--- config.mk ---
export PLATFORM = sky130hd
export DESIGN_NAME = memory_arbiter
export DESIGN_NICKNAME = d
export VERILOG_FILES = /design/src/rtl/memory_arbiter.sv
export SDC_FILE = /design/constraint.sdc
export NUM_CORES = 1
export LEC_CHECK = 0
export ABC_CLOCK_PERIOD_IN_PS = 2800
export CAP_MARGIN = 15
export CELL_PAD_IN_SITES_DETAIL_PLACEMENT = 1
export CELL_PAD_IN_SITES_GLOBAL_PLACEMENT = 1
export CORE_ASPECT_RATIO = 1.4
export CORE_MARGIN = 1
export CORE_UTILIZATION = 25
export DETAILED_ROUTE_END_ITERATION = 10
export PLACE_DENSITY_LB_ADDON = 0.25
export SLEW_MARGIN = 20
export SYNTH_ARGS = -nofsm -noshare
export SYNTH_HDL_FRONTEND = slang
export SYNTH_SLANG_ARGS = --single-unit
--- constraint.sdc ---
create_clock -name i_clk -period 2.8 [get_ports i_clk]
set_input_delay 0.42 -clock i_clk [delete_from_list [all_inputs] [get_ports i_clk]]
set_output_delay 0.42 -clock i_clk [all_outputs]
set_load 0.01 [all_outputs]
--- src/rtl/memory_arbiter.sv ---
// memory_arbiter: two-port arbiter/sequencer in front of the shared memory, with tagged read return.
// Define ARB_ROUND_ROBIN_EN for round-robin arbitration; otherwise port 0 has fixed priority.
module memory_arbiter #(
  parameter int ADDR_W  = 16,
  parameter int DATA_W  = 16,
  parameter int MEM_LAT = 1
) (
  input  logic              i_clk,
  input  logic              i_rst,
  input  logic              i_req0,
  input  logic              i_req1,
  input  logic              i_rw0,
  input  logic              i_rw1,
  input  logic [ADDR_W-1:0] i_addr0,
  input  logic [ADDR_W-1:0] i_addr1,
  input  logic [DATA_W-1:0] i_wdata0,
  input  logic [DATA_W-1:0] i_wdata1,
  output logic              o_gnt0,
  output logic              o_gnt1,
  output logic              o_rvalid0,
  output logic              o_rvalid1,
  output logic [DATA_W-1:0] o_rdata0,
  output logic [DATA_W-1:0] o_rdata1,
  output logic              o_mem_cs,
  output logic              o_mem_rw,
  output logic [ADDR_W-1:0] o_mem_addr,
  output logic [DATA_W-1:0] o_mem_wdata,
  input  logic [DATA_W-1:0] i_mem_rdata
);
  logic              w_sel1, w_gnt0, w_gnt1, w_gnt, w_rw, w_ret0, w_ret1;
  logic              r_cs, r_rw, r_rvalid0, r_rvalid1;
  logic [ADDR_W-1:0] r_addr;
  logic [DATA_W-1:0] r_wdata, r_rdata0, r_rdata1;
  logic [MEM_LAT:0]  r_tag_v, r_tag_p;
`ifdef ARB_ROUND_ROBIN_EN
  logic r_last;
  assign w_sel1 = i_req1 & (~i_req0 | ~r_last);
  always_ff @(posedge i_clk)
    if (i_rst) r_last <= 1'b1;
    else if (w_gnt) r_last <= w_gnt1;
`else
  assign w_sel1 = i_req1 & ~i_req0;
`endif
  assign w_gnt1 = ~i_rst & w_sel1;
  assign w_gnt0 = ~i_rst & i_req0 & ~w_sel1;
  assign w_gnt  = w_gnt0 | w_gnt1;
  assign w_rw   = w_gnt1 ? i_rw1 : i_rw0;
  assign w_ret0 = r_tag_v[MEM_LAT] & ~r_tag_p[MEM_LAT];
  assign w_ret1 = r_tag_v[MEM_LAT] & r_tag_p[MEM_LAT];
  always_ff @(posedge i_clk) begin
    if (i_rst) begin
      r_cs      <= 1'b0;
      r_rw      <= 1'b0;
      r_addr    <= '0;
      r_wdata   <= '0;
      r_tag_v   <= '0;
      r_tag_p   <= '0;
      r_rvalid0 <= 1'b0;
      r_rvalid1 <= 1'b0;
      r_rdata0  <= '0;
      r_rdata1  <= '0;
    end else begin
      r_cs      <= w_gnt;
      r_tag_v   <= {r_tag_v[MEM_LAT-1:0], w_gnt & ~w_rw};
      r_tag_p   <= {r_tag_p[MEM_LAT-1:0], w_gnt1};
      r_rvalid0 <= w_ret0;
      r_rvalid1 <= w_ret1;
      if (w_gnt) begin
        r_rw    <= w_rw;
        r_addr  <= w_gnt1 ? i_addr1 : i_addr0;
        r_wdata <= w_gnt1 ? i_wdata1 : i_wdata0;
      end
      if (w_ret0) r_rdata0 <= i_mem_rdata;
      if (w_ret1) r_rdata1 <= i_mem_rdata;
    end
  end
  // a write whose issue cycle meets reset must never reach the memory
  assign o_mem_cs    = r_cs & ~i_rst;
  assign o_mem_rw    = r_rw;
  assign o_mem_addr  = r_addr;
  assign o_mem_wdata = r_wdata;
  assign o_gnt0      = w_gnt0;
  assign o_gnt1      = w_gnt1;
  assign o_rvalid0   = r_rvalid0;
  assign o_rvalid1   = r_rvalid1;
  assign o_rdata0    = r_rdata0;
  assign o_rdata1    = r_rdata1;
endmodule

# Word-level counts from Yosys, hierarchy flattened
# Index checks and enable logic that the tools add are counted.
# totals
input_bits	86
regBits	72
output_inout_bits	70
latch_bits	0
mem_bits_rw	0
word_cells	27
mem_count	0
romBits	0
# classes
add_sub_neg	0
bitwise_logic	14
n_eq_ne	0
n_reduce_logical	0
n_mul	0
n_mux	3
div	0
shift	0
order_cmp	0
# op_table
op	count
$mux W16	2
$and A1 B1 Y1	8
$not A1 Y1	5
$mux W1	1
$or A1 B1 Y1	1

# Longest topological paths before layout
# Gate-level depths: netlist of the first run.
# logic_depth
ltp_word	6
mapped_depth	5
depth_no_buf	3

# Worst setup path after synthesis of the first run
# No wires, ideal clock.
# synth_timing
path_kind	in2out
start	in i_req0
end	out o_gnt1
t_arrival_ns	1.093
t_required_ns	2.380
path_buffers	2
setup_slack_ns	1.287
stages	3
path_cell_list	buf_4 > buf_4 > nor3b_1
# synth_between
elab_chain_cells	3
# synth_rtl
item	line	rtl
start, declared	10	input logic i_req0,
$not A1 Y1	42	assign w_sel1 = i_req1 & ~i_req0;
$and A1 B1 Y1	42	
$and A1 B1 Y1	44	assign w_gnt1 = ~i_rst & w_sel1;
end, declared	19	output logic o_gnt1,
# Every way passes these cells.

# Worst setup path in the final report of the first run
# layout_timing
start	in i_req1
end	out o_gnt1
# layout_between
elab_chain_cells	2
# layout_rtl
item	line	rtl
start, declared	11	input logic i_req1,
$and A1 B1 Y1	42	
$and A1 B1 Y1	44	
# Every way passes these cells.

==> summary.md, run 1 <==
| Metric | Value |
|---|---|
| CTS Sinks | `slightly above 70` |
| CP Class | `in2out` |
| RSZ-0062 raised after global routing | `false` |
| Clock Skews | `0.00448 ns` |
| H-tree levels | `3` |
| Synth Net Count | `393` |
| Hold EP | `r_tag_p[1]$_SDFF_PP0_` |
| Status | `complete, no violations` |
| Top post-synthesis cells by area | `dfxtp_1, mux2_2, mux2i_1` |
| Final core utilization | `approximately 42%` |
| WHS | `about 0.44 ns` |
| Total clock buffers created by CTS | `9` |
| Inserted Diodes | `0` |
| Final WS setup | `around 0.90 ns` |
| Worst vdd ir | `about 0.26 mV` |
| Nets | `540` |
| Startpoint types | `primary input` |
| Max Transition Viols Final | `0` |
| Seq/Total Area, Yosys | `49.1%` |
| Flop2flop setup slack | `around 1.4 ns` |
| Pin count of the biggest net entering global routing | `72` |
| GRT Util Overall | `between 10% and 20%` |
| Synth cell types | `21` |
| Max Cap Viol | `0` |
| Met1 WL | `~3400 um` |
| Die Wd | `between 90 and 100 um` |
| Placed Instance Area | `4520 um^2` |
| Worst setup EP type | `primary output` |
| Synth warn | `0` |
| Hold Path Depth | `1` |
| Die Y-Extent | `about 130 um` |
| Pre-antenna DRT Iters | `3` |
| Overall Power | `between 2 and 3 mW` |
| Synth top area share | `about half` |
| Reg clk slew, reported paths | `approximately 0.06 ns` |
| Die ar. | `12,200 um^2` |
| Post-CTS Setup Bufs | `0` |
| Critical path peak fanout | `14` |
| Reg2reg path depth | `3` |
| Synth Instances | `a little over 300` |
| Final HPWL DP | `between 6000 and 7000 um` |
| Worst r2r dst | `o_rdata0[9]$_SDFFE_PP0P_` |
| Post-synth top area cell | `dfxtp_1` |
| Worst skew pair latency | `between 0.3 and 0.4 ns` |
| Final Instance Area | `between 4000 and 5000 um^2` |
| Critical Path AT | `between 1 and 1.5 ns` |
| Commonest non-fill, non-tap cell in the layout | `clkdlybuf4s50_1` |
| Leakage power | `approximately 1.9 nW` |
| Slew HR | `49.2%` |
| Pre-CTS WS | `between 0.8 and 0.9 ns` |
| Critical R2R Launch | `r_tag_p[1]$_SDFF_PP0_` |
| Worst-Margin Slew | `around 0.76 ns` |
| Worst min path class | `reg2reg` |
| Critical Path RT | `roughly 2.4 ns` |
| DR WL met2 | `4460 um` |
| Vias in the first global route | `between 2,000 and 3,000` |
| First-iteration detailed-routing DRC count | `31` |
| Post-Route WL | `roughly 8700 um` |
| # setup viols final | `0` |
| Max frequency | `527 MHz` |
| Grt total ovfl | `0` |
| Final hold vios | `0` |
| CTS max path bufs | `2` |
| Non-filler cells, final | `602` |
| Cell area power density | `555 nW/um^2` |
| Vias/cell | `4.46` |
| Final min period | `between 1.5 and 2 ns` |
| I/O Pins | `roughly 160` |
| Top sig layer | `met4` |
| Setup tns final | `0 ns` |
| Routed Antenna Nets | `0` |
| Final period util | `between 60% and 70%` |
| HP Start | `r_tag_p[0]$_SDFF_PP0_` |
| First-pass GRT wire length | `~14,000 um` |
| Post-synthesis average cell area | `9.55 um^2` |
| GP Congestion | `0.681` |
| Most frequent cells in the layout | `clkdlybuf4s50_1, dfxtp_1, nand2_1` |
| Cts repair resizes | `0` |
| Vias | `between 2,000 and 3,000` |
| TritonCTS clock tree | `built` |
| Core Rows | `46` |
| Initial antenna violation count | `0` |
| Count of input and output buffers | `between 150 and 200` |
| Met3 WL | `~760 um` |
| Core area | `about 11,000 um^2` |
| Post-route DRC | `0` |
| Routed len/inst | `14.5 um` |
| Yosys reg bits | `72` |
| Filler cells | `1,310` |
| Starting Density | `between 20% and 30%` |
| # hold bufs at CTS | `0` |
| Post-Place Cells | `around 590` |
| Root buf cell | `clkbuf_16` |
| Mapped Area | `just under 3000 um^2` |
| Fraction of layout cells with a size suffix above 1 | `between 10% and 20%` |
| Area grow syn2layout | `64.6%` |
state kept, by name, indices dropped and copies added, names as in the netlist:
register     flops
o_mem_addr      16
o_mem_rw         1
o_mem_wdata     16
o_rdata0        16
o_rdata1        16
o_rvalid0        1
o_rvalid1        1
r_cs             1
r_tag_p          2
r_tag_v          2
per-layer routing:
metal | vias up | GRT usage (%)
met1 | 1258 | 14.8
met4 | 0 | 6.79
met2 | 110 | 26.9
met3 | 9 | 5.24
li1 | 1306 | -
met5 | - | 0
kinds of logic after synthesis:
family / synth area share (%)
AOI/OAI and AO/OA: 5.97
muxes: 23.6
and+or+nand+nor: 15.7
buffers and inverters: 5.63
DFF: 49.1
worst max path at each step:
stage | startpoint | to | slack, ns
detailed placement | i_req1 | o_gnt1 | 0.88
finish | i_req1 | o_gnt1 | 0.90
global route | i_req1 | o_gnt1 | 0.82
CTS | i_req1 | o_gnt1 | 0.88
global placement | i_req1 | o_gnt1 | 0.89
floorplan | i_req0 | o_gnt1 | 1.29
Yosys cell counts:
master,instances
mux2_2,33
clkbuf_2,3
clkbuf_8,2
nor2_1,34
nor3b_1,3
a21oi_1,33
and3_1,1
inv_1,1
buf_2,1
nand2_1,65
dfxtp_1,72
and2_1,1
buf_6,1
nor2b_1,5
buf_12,1
buf_4,7
nand2b_1,2
o211a_1,1
or3b_1,1
mux2i_1,32
clkbuf_1,8
power breakdown:
group | total, mW | internal (mW) | switching, mW
Sequential | 1.09 | 1.07 | 0.0229
Clock | 1.19 | 0.771 | 0.423
Combinational | 0.394 | 0.250 | 0.144
worst max-delay path, cell delays in order:
cell and delay [ns]:
buf_2 0.26, nor3b_1 0.22, clkdlybuf4s50_1 0.57
cell type report:
cell class | instances | area (um^2) | area share [%]
clock buffers | 9 | 225 | 4.66
well taps | 144 | 180 | 3.73
clock inverters | 6 | 85.1 | 1.76
inverters | 1 | 3.75 | 0.0777
repair buffers | 159 | 1570 | 32.4
flip-flops and latches | 72 | 1440 | 29.9
multi-input cells | 211 | 1330 | 27.5
(Power assumes the default switching activity.)
==> inputs of run 2 (changes only) <==
--- a/config.mk
+++ b/config.mk
@@ -5,7 +5,7 @@
 export SDC_FILE = /design/constraint.sdc
 export NUM_CORES = 1
 export LEC_CHECK = 0
-export ABC_CLOCK_PERIOD_IN_PS = 2800
+export ABC_CLOCK_PERIOD_IN_PS = 1900
 export CAP_MARGIN = 15
 export CELL_PAD_IN_SITES_DETAIL_PLACEMENT = 1
 export CELL_PAD_IN_SITES_GLOBAL_PLACEMENT = 1
==> constraint.sdc (replaced) <==
create_clock -name i_clk -period 1.9 [get_ports i_clk]
set_input_delay 0.285 -clock i_clk [delete_from_list [all_inputs] [get_ports i_clk]]
set_output_delay 0.285 -clock i_clk [all_outputs]
set_load 0.01 [all_outputs]
==> summary.md, run 2 (synthesis results as in run 1) <==
| Metric | Value |
|---|---|
| CTS Sinks | `72 (unchanged)` |
| H-tree levels | `3 (unchanged)` |
| I/O Pins | `156 (unchanged)` |
| Total clock buffers created by CTS | `9 (unchanged)` |
| Die Y-Extent | `130 um (unchanged)` |
| Post-CTS Setup Bufs | `0 (unchanged)` |
| CP Class | `reg2out (was in2out)` |
| RSZ-0062 raised after global routing | `false (unchanged)` |
| Worst-Margin Slew | `0.643 ns (was 0.762 ns)` |
| Critical Path AT | `1.38 ns (was 1.48 ns)` |
| Final core utilization | `42.5% (was 42.4%)` |
| Fraction of layout cells with a size suffix above 1 | `12.7% (was 12.0%)` |
| # setup viols final | `0 (unchanged)` |
| Post-Route WL | `8690 um (was 8730 um)` |
| Count of input and output buffers | `155 (unchanged)` |
| WHS | `0.199 ns (was 0.439 ns)` |
| # hold bufs at CTS | `0 (unchanged)` |
| GP Congestion | `0.714 (was 0.681)` |
| Critical Path RT | `1.62 ns (was 2.38 ns)` |
| Vias | `2,697 (was 2,683)` |
| Root buf cell | `clkbuf_16 (unchanged)` |
| Clock Skews | `0.00362 ns (was 0.00448 ns)` |
| Final min period | `roughly 1.7 ns` |
| Vias in the first global route | `2,981 (was 2,956)` |
| Grt total ovfl | `0 (unchanged)` |
| Pre-CTS WS | `0.420 ns (was 0.875 ns)` |
| Final HPWL DP | `6380 um (was 6240 um)` |
| Most frequent cells in the layout | `clkdlybuf4s50_1, dfxtp_1, nand2_1 (unchanged)` |
| Die Wd | `93.5 um (unchanged)` |
| Max frequency | `~600 MHz` |
| Slew HR | `57.2% (was 49.2%)` |
| Initial antenna violation count | `0 (unchanged)` |
| Nets | `544 (was 540)` |
| Leakage power | `1.87 nW (was 1.86 nW)` |
| CTS max path bufs | `2 (unchanged)` |
| Setup tns final | `0 ns (unchanged)` |
| GRT Util Overall | `14.9% (was 14.7%)` |
| Routed Antenna Nets | `0 (unchanged)` |
| Reg clk slew, reported paths | `0.06 ns (about the same)` |
| Final hold vios | `0 (unchanged)` |
| Core Rows | `46 (unchanged)` |
| Starting Density | `25.7% (unchanged)` |
| Inserted Diodes | `0 (unchanged)` |
| Max Cap Viol | `0 (unchanged)` |
| Critical path peak fanout | `1 (was 14)` |
| Area grow syn2layout | `65.3% (was 64.6%)` |
| Startpoint types | `flip-flop (was primary input)` |
| Worst vdd ir | `0.400 mV (was 0.259 mV)` |
| Worst skew pair latency | `0.33 ns (about the same)` |
| Worst setup EP type | `primary output (unchanged)` |
| TritonCTS clock tree | `built (unchanged)` |
| First-pass GRT wire length | `14,100 um (was 13,800 um)` |
| Vias/cell | `4.44 (was 4.46)` |
| Post-route DRC | `0 (unchanged)` |
| Status | `complete, no violations (unchanged)` |
| Pre-antenna DRT Iters | `4 (was 3)` |
| First-iteration detailed-routing DRC count | `34 (was 31)` |
| Final WS setup | `0.237 ns (was 0.901 ns)` |
| Worst min path class | `in2reg (was reg2reg)` |
| Cell area power density | `803 nW/um^2 (was 555 nW/um^2)` |
| Routed len/inst | `14.3 um (was 14.5 um)` |
| Commonest non-fill, non-tap cell in the layout | `clkdlybuf4s50_1 (unchanged)` |
| Die ar. | `12,200 um^2 (unchanged)` |
| Cts repair resizes | `0 (unchanged)` |
| Max Transition Viols Final | `0 (unchanged)` |
| Final period util | `slightly below 90%` |
| Core area | `11,400 um^2 (unchanged)` |
| Pin count of the biggest net entering global routing | `39 (was 72)` |
## run 2: changes by cell type in the layout (fill, tap and decap cells not counted)
cell,before,now
clkinv_4,0,1
bufinv_16,2,1
clkbuf_1,0,1
buf_4,4,8
clkinvlp_4,2,1
clkbuf_8,0,1
## run 2: routing by layer
metal | GRT usage [%] | up-vias | part of all wire, %
li1 | - | 1310 | -
met1 | 14.8 | 1265 | 38
met2 | 27.1 | 110 | 50
met3 | 6.06 | 12 | 9.8
met4 | 6.24 | 0 | 1.7
met5 | 0 | - | 0
## run 2: final cells by class
cell class | instances | area (um^2)
fillers | 1303 | 6550
repair buffers | 163 | 1600
flip-flops and latches | 72 | 1440
multi-input cells | 211 | 1330
clock buffers | 11 | 243
well taps | 144 | 180
clock inverters | 5 | 56.3
inverters | 1 | 3.75
## run 2: report_power, final
part           switching (mW)  internal [mW]
clock                   0.646           1.05
sequential             0.0330           1.58
combinational           0.212          0.374
total                   0.892           3.00
## run 2: stage by stage
stage,std cells,power (mW),instance area [um^2]
after global placement,591,2.22,4550
after global routing,607,4.07,4850
final,607,3.89,4850
after CTS,607,3.96,4850
after detailed placement,591,2.24,4550
after floorplan,307,1.89,2930
## run 2: worst paths after layout
path	start	end	slack (ns)	cells after the start
worst max-delay path	r_cs$_SDFF_PP0_	o_mem_cs	0.24	2
worst min-delay path	i_rst	o_mem_wdata[10]$_SDFFE_PP0P_	0.20	2
worst max register to register	r_tag_p[1]$_SDFF_PP0_	o_rdata1[8]$_SDFFE_PP0P_	0.61	3
worst min register to register	r_tag_p[0]$_SDFF_PP0_	r_tag_p[1]$_SDFF_PP0_	0.44	1
## run 2: worst max-delay path, cell delays in order, from the launching register on
cell,delay (ns)
dfxtp_1,0.30
nor2b_1,0.17
clkdlybuf4s50_1,0.58
